### config.mk
export PLATFORM = sky130hd
export DESIGN_NAME = ascon_init_ctrl_flat
export DESIGN_NICKNAME = d
export VERILOG_FILES = /design/src/rtl/ascon_init_ctrl_if.sv /design/src/rtl/ascon_init_ctrl.sv /design/src/flat_wrapper.sv
export SDC_FILE = /design/constraint.sdc
export NUM_CORES = 1
export LEC_CHECK = 0
export CAP_MARGIN = 20
export CORE_AREA = 5 5 472 474
export DETAILED_ROUTE_END_ITERATION = 8
export DIE_AREA = 0 0 477 479
export DONT_BUFFER_PORTS = 1
export HOLD_SLACK_MARGIN = 0.15
export SYNTH_ARGS = -nofsm -noshare
export SYNTH_HDL_FRONTEND = slang
export SYNTH_SLANG_ARGS = --single-unit
### constraint.sdc
create_clock -name clk -period 8.4 [get_ports clk]
set_input_delay 1.68 -clock clk [delete_from_list [all_inputs] [get_ports clk]]
set_output_delay 1.68 -clock clk [all_outputs]
set_load 0.005 [all_outputs]
### src/rtl/ascon_init_ctrl_if.sv
// Job/result handshake bundle for the ASCON initialization sequencer.
// master = job issuer and state consumer, slave = the sequencer itself.
interface ascon_init_ctrl_if;
    logic         start_valid;
    logic         start_ready;
    logic [1:0]   sel_type;
    logic [127:0] key;
    logic [127:0] nonce;
    logic         out_valid;
    logic         out_ready;
    logic [319:0] out_state;

    modport master (
        output start_valid, sel_type, key, nonce, out_ready,
        input  start_ready, out_valid, out_state
    );

    modport slave (
        input  start_valid, sel_type, key, nonce, out_ready,
        output start_ready, out_valid, out_state
    );
endinterface

### src/rtl/ascon_init_ctrl.sv
// ASCON initialization sequencer: load {IV,K,N}, run NROUNDS rounds, fold K.
// Optional ASCON_INIT_ZEROIZE_EN clears state/key after the output handshake.
module ascon_init_ctrl #(
    parameter int NROUNDS = 12
) (
    input  logic                clk,
    input  logic                rst_n,
    ascon_init_ctrl_if.slave    bus,
    output logic                rnd_en_o,
    output logic [319:0]        rnd_state_o,
    output logic [7:0]          rnd_rc_o,
    input  logic [319:0]        rnd_state_i,
    output logic                busy
);
    localparam logic [1:0] S_IDLE  = 2'd0;
    localparam logic [1:0] S_ROUND = 2'd1;
    localparam logic [1:0] S_FINAL = 2'd2;
    localparam logic [1:0] S_DONE  = 2'd3;

    localparam logic [63:0] IV_AEAD = 64'h00001000808c0001;
    localparam logic [63:0] IV_HASH = 64'h0000080100cc0002;
    localparam logic [63:0] IV_XOF  = 64'h0000080000cc0003;
    localparam logic [63:0] IV_CXOF = 64'h0000080000cc0004;

    localparam logic [3:0] LAST_RND = 4'(NROUNDS - 1);
    localparam logic [7:0] RC_BASE  = 8'(12 - NROUNDS);

    logic [1:0]   fsm_q;
    logic [3:0]   rnd_cnt_q;
    logic [319:0] state_q;
    logic [127:0] key_q;

    logic [63:0]  iv;
    logic         is_aead;
    logic [127:0] key_in;
    logic [127:0] nonce_in;
    logic [7:0]   rc_idx;

    always_comb begin
        iv = IV_AEAD;
        unique case (bus.sel_type)
            2'b00:   iv = IV_AEAD;
            2'b01:   iv = IV_HASH;
            2'b10:   iv = IV_XOF;
            default: iv = IV_CXOF;
        endcase
    end

    // Only AEAD128 carries key/nonce; other modes start from a zero K||N.
    assign is_aead  = (bus.sel_type == 2'b00);
    assign key_in   = is_aead ? bus.key   : '0;
    assign nonce_in = is_aead ? bus.nonce : '0;

    assign rc_idx = RC_BASE + {4'b0, rnd_cnt_q};

    always_ff @(posedge clk or negedge rst_n) begin
        if (!rst_n) begin
            fsm_q     <= S_IDLE;
            rnd_cnt_q <= '0;
            state_q   <= '0;
            key_q     <= '0;
        end else begin
            unique case (fsm_q)
                S_IDLE: begin
                    if (bus.start_valid) begin
                        state_q   <= {iv, key_in, nonce_in};
                        key_q     <= key_in;
                        rnd_cnt_q <= '0;
                        fsm_q     <= S_ROUND;
                    end
                end
                S_ROUND: begin
                    state_q <= rnd_state_i;
                    if (rnd_cnt_q == LAST_RND) begin
                        fsm_q <= S_FINAL;
                    end else begin
                        rnd_cnt_q <= rnd_cnt_q + 4'd1;
                    end
                end
                S_FINAL: begin
                    state_q <= state_q ^ {192'b0, key_q};
                    fsm_q   <= S_DONE;
                end
                default: begin
                    if (bus.out_ready) begin
                        fsm_q <= S_IDLE;
`ifdef ASCON_INIT_ZEROIZE_EN
                        state_q <= '0;
                        key_q   <= '0;
`endif
                    end
                end
            endcase
        end
    end

    assign bus.start_ready = (fsm_q == S_IDLE);
    assign busy            = (fsm_q != S_IDLE);
    assign rnd_en_o        = (fsm_q == S_ROUND);
    assign rnd_state_o     = state_q;
    assign rnd_rc_o        = rnd_en_o ? (8'hF0 - rc_idx * 8'h0F) : 8'h00;
    assign bus.out_valid   = (fsm_q == S_DONE);

`ifdef ASCON_INIT_ZEROIZE_EN
    assign bus.out_state = bus.out_valid ? state_q : '0;
`else
    assign bus.out_state = state_q;
`endif

endmodule

### src/flat_wrapper.sv
// flat-port wrapper written by rule: the top's interface ports become plain ports
module ascon_init_ctrl_flat 
#(
    parameter int NROUNDS = 12
)
  (clk, rst_n, rnd_en_o, rnd_state_o, rnd_rc_o, rnd_state_i, busy, bus_start_valid, bus_sel_type, bus_key, bus_nonce, bus_out_ready, bus_start_ready, bus_out_valid, bus_out_state);
  ascon_init_ctrl_if bus_i ();
  input  logic clk;
  input  logic rst_n;
  output logic rnd_en_o;
  output logic [319:0] rnd_state_o;
  output logic [7:0] rnd_rc_o;
  input  logic [319:0] rnd_state_i;
  output logic busy;
  input wire logic [$bits(bus_i.start_valid)-1:0] bus_start_valid;
  input wire logic [$bits(bus_i.sel_type)-1:0] bus_sel_type;
  input wire logic [$bits(bus_i.key)-1:0] bus_key;
  input wire logic [$bits(bus_i.nonce)-1:0] bus_nonce;
  input wire logic [$bits(bus_i.out_ready)-1:0] bus_out_ready;
  output wire logic [$bits(bus_i.start_ready)-1:0] bus_start_ready;
  output wire logic [$bits(bus_i.out_valid)-1:0] bus_out_valid;
  output wire logic [$bits(bus_i.out_state)-1:0] bus_out_state;
  assign bus_i.start_valid = bus_start_valid;
  assign bus_i.sel_type = bus_sel_type;
  assign bus_i.key = bus_key;
  assign bus_i.nonce = bus_nonce;
  assign bus_i.out_ready = bus_out_ready;
  assign bus_start_ready = bus_i.start_ready;
  assign bus_out_valid = bus_i.out_valid;
  assign bus_out_state = bus_i.out_state;
  ascon_init_ctrl #(.NROUNDS(NROUNDS)) u_core (.clk(clk), .rst_n(rst_n), .bus(bus_i), .rnd_en_o(rnd_en_o), .rnd_state_o(rnd_state_o), .rnd_rc_o(rnd_rc_o), .rnd_state_i(rnd_state_i), .busy(busy));
endmodule
Word level (Yosys, flattened, before mapping)
Index checks and enable logic that the tools add are counted.
{ "word_totals": {"output_inout_bits": 652, "ff_bits": 454, "in_bits": 582, "elab_cells": 40} }
{ "op_classes": {"n_mux": 13, "n_bitwise": 1, "eq_ne": 9, "addsub": 2, "mul": 1, "reduce_logical": 10} }
{ "op_table": {"columns": ["op", "n"], "rows": [
  ["$pmux W320 S3", 1],
  ["$mux W320", 1],
  ["$xor A320 B128 Y320", 1],
  ["$mux W128", 2],
  ["$pmux W45 S3", 1],
  ["$mul A4 B4 Y8 const B", 1],
  ["$mux W4", 2],
  ["$mux W8", 1],
  ["$pmux W4 S2", 1],
  ["$sub A8 B8 Y8 const A", 1],
  ["$eq A2 B2 Y1 const B", 3],
  ["$mux W2", 3],
  ["$ne A2 B2 Y1 const B", 3],
  ["$pmux W2 S3", 1],
  ["$reduce_and A3 Y1", 2],
  ["$add A4 B1 Y4 const B", 1],
  ["$eq A2 B1 Y1 const B", 2],
  ["$eq A4 B4 Y1 const B", 1],
  ["$logic_not A2 Y1", 2],
  ["$reduce_and A2 Y1", 2],
  ["$reduce_bool A2 Y1", 2],
  ["$reduce_bool A4 Y1", 1],
  ["$reduce_bool A3 Y1", 1]
]} }

Logic depth before layout (Yosys ltp)
{ "logic_depth": {"ltp_word": 4, "mapped_depth": 12} }

Worst setup path after synthesis
No wires, ideal clock.
{ "synth_path": {"kind": "flip-flop to output port", "from": "reg u_core.rnd_cnt_q[2]", "to": "out rnd_rc_o[7]", "n_path_buf": 0, "path_stages_with_launch": 11, "t_arrival_ns": 2.595, "required_time_ns": 6.720, "path_slack_ns": 4.125, "path_cell_list": "dfrtp_1 -> inv_1 -> fa_1 -> ha_1 -> inv_1 -> ha_1 -> ha_1 -> a211oi_1 -> o21bai_1 -> a21oi_1 -> mux2i_1"} }
{ "synth_between": {"elab_chain_cells": 3} }
{ "synth_lines": {"columns": ["item", "line", "rtl"], "rows": [
  ["from (decl)", "ascon_init_ctrl.sv:29", "logic [3:0] rnd_cnt_q;"],
  ["from (signal assigned)", "ascon_init_ctrl.sv:77", "rnd_cnt_q <= rnd_cnt_q + 4'd1;"],
  ["$mul A4 B4 Y8", "ascon_init_ctrl.sv:101", "assign rnd_rc_o = rnd_en_o ? (8'hF0 - rc_idx * 8'h0F) : 8'h00;"],
  ["$sub A8 B8 Y8", "ascon_init_ctrl.sv:101", null],
  ["$mux W8", "ascon_init_ctrl.sv:101", null],
  ["to (decl)", "flat_wrapper.sv:12", "output logic [7:0] rnd_rc_o;"]
]} }
Every way passes these cells.

Worst setup path in the final report
Ends and elaborated chain as after synthesis.

==> flow_summary.json <==
{
  "syn_inst": 3096,
  "internal_power_uw": 5840,
  "synth_area_leaders": "dfrtp_1 46%, o21ai_0 12%, buf_4 10%",
  "relSlewSlack": -0.130,
  "rsz0062_at_grt": "no",
  "nets": 3259,
  "grt_usage": 0.176,
  "synth_mux_area_frac": 0.00213,
  "syn_nets": 3710,
  "period_share": 0.631,
  "grt_pass1_wl_mm": 259,
  "switching_power_uw": 6760,
  "fmax_ghz": 0.189,
  "detail-route-antenna-nets": 0,
  "finalSetupViolations": 0,
  "drive_above_1_share": 0.0542,
  "synth_area_mm2": 0.0247,
  "final_cell_mix": "572 x nand2_1, 568 x o21ai_0, 454 x dfrtp_1",
  "power_frac_clock": 0.238,
  "hold_violations": 0,
  "synth-seq-cells": 454,
  "drt-vias-per-instance": 4.01,
  "crit_type": "reg2out",
  "reg2reg_slack_ns": 4.36,
  "layout_commonest_cell": "nand2_1",
  "slowest_stage": "fa_1",
  "critPathMaxStageDelay_ns": 0.46,
  "cts_buffer_depth": 3,
  "synth_compound_area_frac": 0.213,
  "power_leakage_uw": 0.0107,
  "yosys.area.top_type_share": 0.460,
  "synth_top_area_cell": "dfrtp_1",
  "num-fill-cells": 25000,
  "arrival_ns": 3.62,
  "tightest_slew_ns": 1.69,
  "first_pass_iters": 5,
  "synthAdderAreaFrac": 0.0168,
  "initialDrtViolationCount": 2305,
  "antenna_found_initial": 171,
  "p_per_area_mw_per_mm2": 456,
  "dp.cells": 5448,
  "crit_fanout": 6,
  "clkLatencyLatePin_ns": 0.66,
  "switching_share": 0.536,
  "root_buffer": "clkbuf_16",
  "path_cells": "inv_1 > fa_1 > ha_1 > inv_1 > ha_1 > ha_1 > a211oi_1 > o21bai_1 > a21oi_1 > mux2i_1",
  "synth_top_family_by_area": "compound AO/OA/AOI/OAI gates",
  "fin_hold_ws_ns": 0.506,
  "finalMaxSlewViolations": 100,
  "post_cts.repair.setup_buffers": 0,
  "port_buffers": 0,
  "outcome": "complete, but fails checks",
  "endpoint_kind": "output pin",
  "cts_tree": "built",
  "gp_congestion": 0.942,
  "period_minus_slack_ns": 5.30,
  "grt_max_degree": 455,
  "postCtsResizedCells": 0,
  "yosysWarnings": 0,
  "fp-row-count": 172,
  "cts_sinks": 454,
  "design.core.area_mm2": 0.218,
  "max_cap_viol_count": 0,
  "dp_hpwl_mm": 175,
  "dr_total_vias": 22600,
  "critPathRequiredTime_ns": 6.72,
  "overflow": 0,
  "worstRegToRegCells": 8,
  "combPwrFrac": 0.332,
  "synth_cell_types": 32,
  "avgRoutedWirePerCell_um": 37.4,
  "grt_pass1_vias": 21300,
  "synthXorXnorAreaFrac": 0.00142,
  "vdd_drop_max_v": 0.000297,
  "yosys.area_share.simple": 0.165,
  "start_kind": "register",
  "yosysSeqAreaShare": 0.460,
  "cpMostUsedCell": "ha_1",
  "worstHoldPathType": "reg2reg",
  "clk_pin_slew_worst_paths_ns": 0.06,
  "start_util": 0.113,
  "syn_to_final_growth_pct": 11.8,
  "fin_util": 0.126,
  "ioPinCount": 1234,
  "whs_path_depth": 2,
  "fin_setup_tns_ns": 0,
  "cts_max_level": 3,
  "postCtsHoldBufs": 0,
  "wirelength_mm": 211,
  "seqPwrFrac": 0.431,
  "fp.dieArea_mm2": 0.228,
  "syn_area_per_cell_um2": 7.97,
  "drc": 0,
  "cts_made_buffers": 66,
  "violations": "slew limit",
  "fp.dieW_um": 477,
  "fin_worst_skew_ns": 0.0174,
  "fin_cells": 5640,
  "die_y_um": 479
}
## critical path: cells and delay by family, from the launching register on
kind	cells	cell delay (ns)
adders and majority gates	4	1.37
muxes	1	0.31
buffers and inverters	2	0.25
AOI/OAI and AO/OA	3	0.60
DFF	1	0.44
## layout make-up
type                    instances  area [um2]  share of cell area
well taps                    2871        3590               0.130
repair buffers                 27         253             0.00916
inverters                      23        86.3             0.00313
multi-input cells            2073        9920               0.359
clock inverters                29         358              0.0130
clock buffers                  88        1850              0.0669
diodes                         75         188             0.00680
flip-flops and latches        454       11400               0.412
## metrics by stage
step | setup WS (ns) | power, uW | area (um2)
final | 3.10 | 12600 | 27600
after global routing | 2.86 | 13500 | 27500
after CTS | 3.00 | 12900 | 27400
after detailed placement | 3.53 | 9810 | 25200
after global placement | 3.66 | 9660 | 25200
after floorplan | 4.12 | 7450 | 24700
## state kept, by name (all words and copies together) (netlist names)
name and count:
u_core.key_q 128, u_core.fsm_q 2, u_core.rnd_cnt_q 4, u_core.bus.out_state 320
## logic make-up after synthesis
| family | after synthesis |
|---|---|
| simple gates | 1049 |
| compound gates | 983 |
| buf+inv | 569 |
| flops | 454 |
| fa+ha+maj | 32 |
| mux | 5 |
| xor+xnor | 4 |
## path summary, 6_finish.rpt
check,start,end
min,u_core.key_q[114],u_core.key_q[114]
min in group asynchronous,rst_n,u_core.bus.out_state[288]
max reg2reg,u_core.fsm_q[1],u_core.bus.out_state[227]
max in group asynchronous,rst_n,u_core.bus.out_state[38]
min reg2reg,u_core.key_q[114],u_core.key_q[114]
max,u_core.rnd_cnt_q[2],rnd_rc_o[7]
## Yosys cell counts
| cell type | n |
|---|---|
| o211a_1 | 1 |
| a21o_1 | 2 |
| mux2i_1 | 3 |
| xnor2_1 | 2 |
| nand2b_1 | 2 |
| o21bai_1 | 1 |
| nand3_1 | 57 |
| inv_1 | 23 |
| xor2_1 | 2 |
| or2_2 | 2 |
| mux2_2 | 2 |
| a22o_1 | 1 |
| o21ai_0 | 568 |
| and2_1 | 7 |
| buf_4 | 331 |
| nor3_1 | 2 |
| a22oi_1 | 128 |
| buf_2 | 88 |
| a32o_1 | 1 |
| clkbuf_1 | 121 |
| a31oi_1 | 3 |
| o21ai_1 | 3 |
| fa_1 | 2 |
| dfrtp_1 | 454 |
| a211oi_1 | 2 |
| ha_1 | 30 |
| nor3b_4 | 1 |
| nand2_1 | 574 |
| nor2b_1 | 5 |
| a21oi_1 | 273 |
| buf_1 | 6 |
| nor2_1 | 399 |
## power groups by stage
stage | Sequential, uW | Combinational (uW) | Clock (uW)
after floorplan | 3650 | 3800 | 0
after global placement | 5590 | 4080 | 0
after detailed placement | 5610 | 4200 | 0
after CTS | 5570 | 4210 | 3100
after global routing | 5640 | 4650 | 3170
final | 5430 | 4180 | 2990
## layer usage
metal	global-route usage	part of all wire
met2	0.259	0.42
met4	0.102	0.065
met3	0.153	0.20
met5	0	0.0040
met1	0.166	0.31
Note: power is estimated with default switching activity, not from simulation.
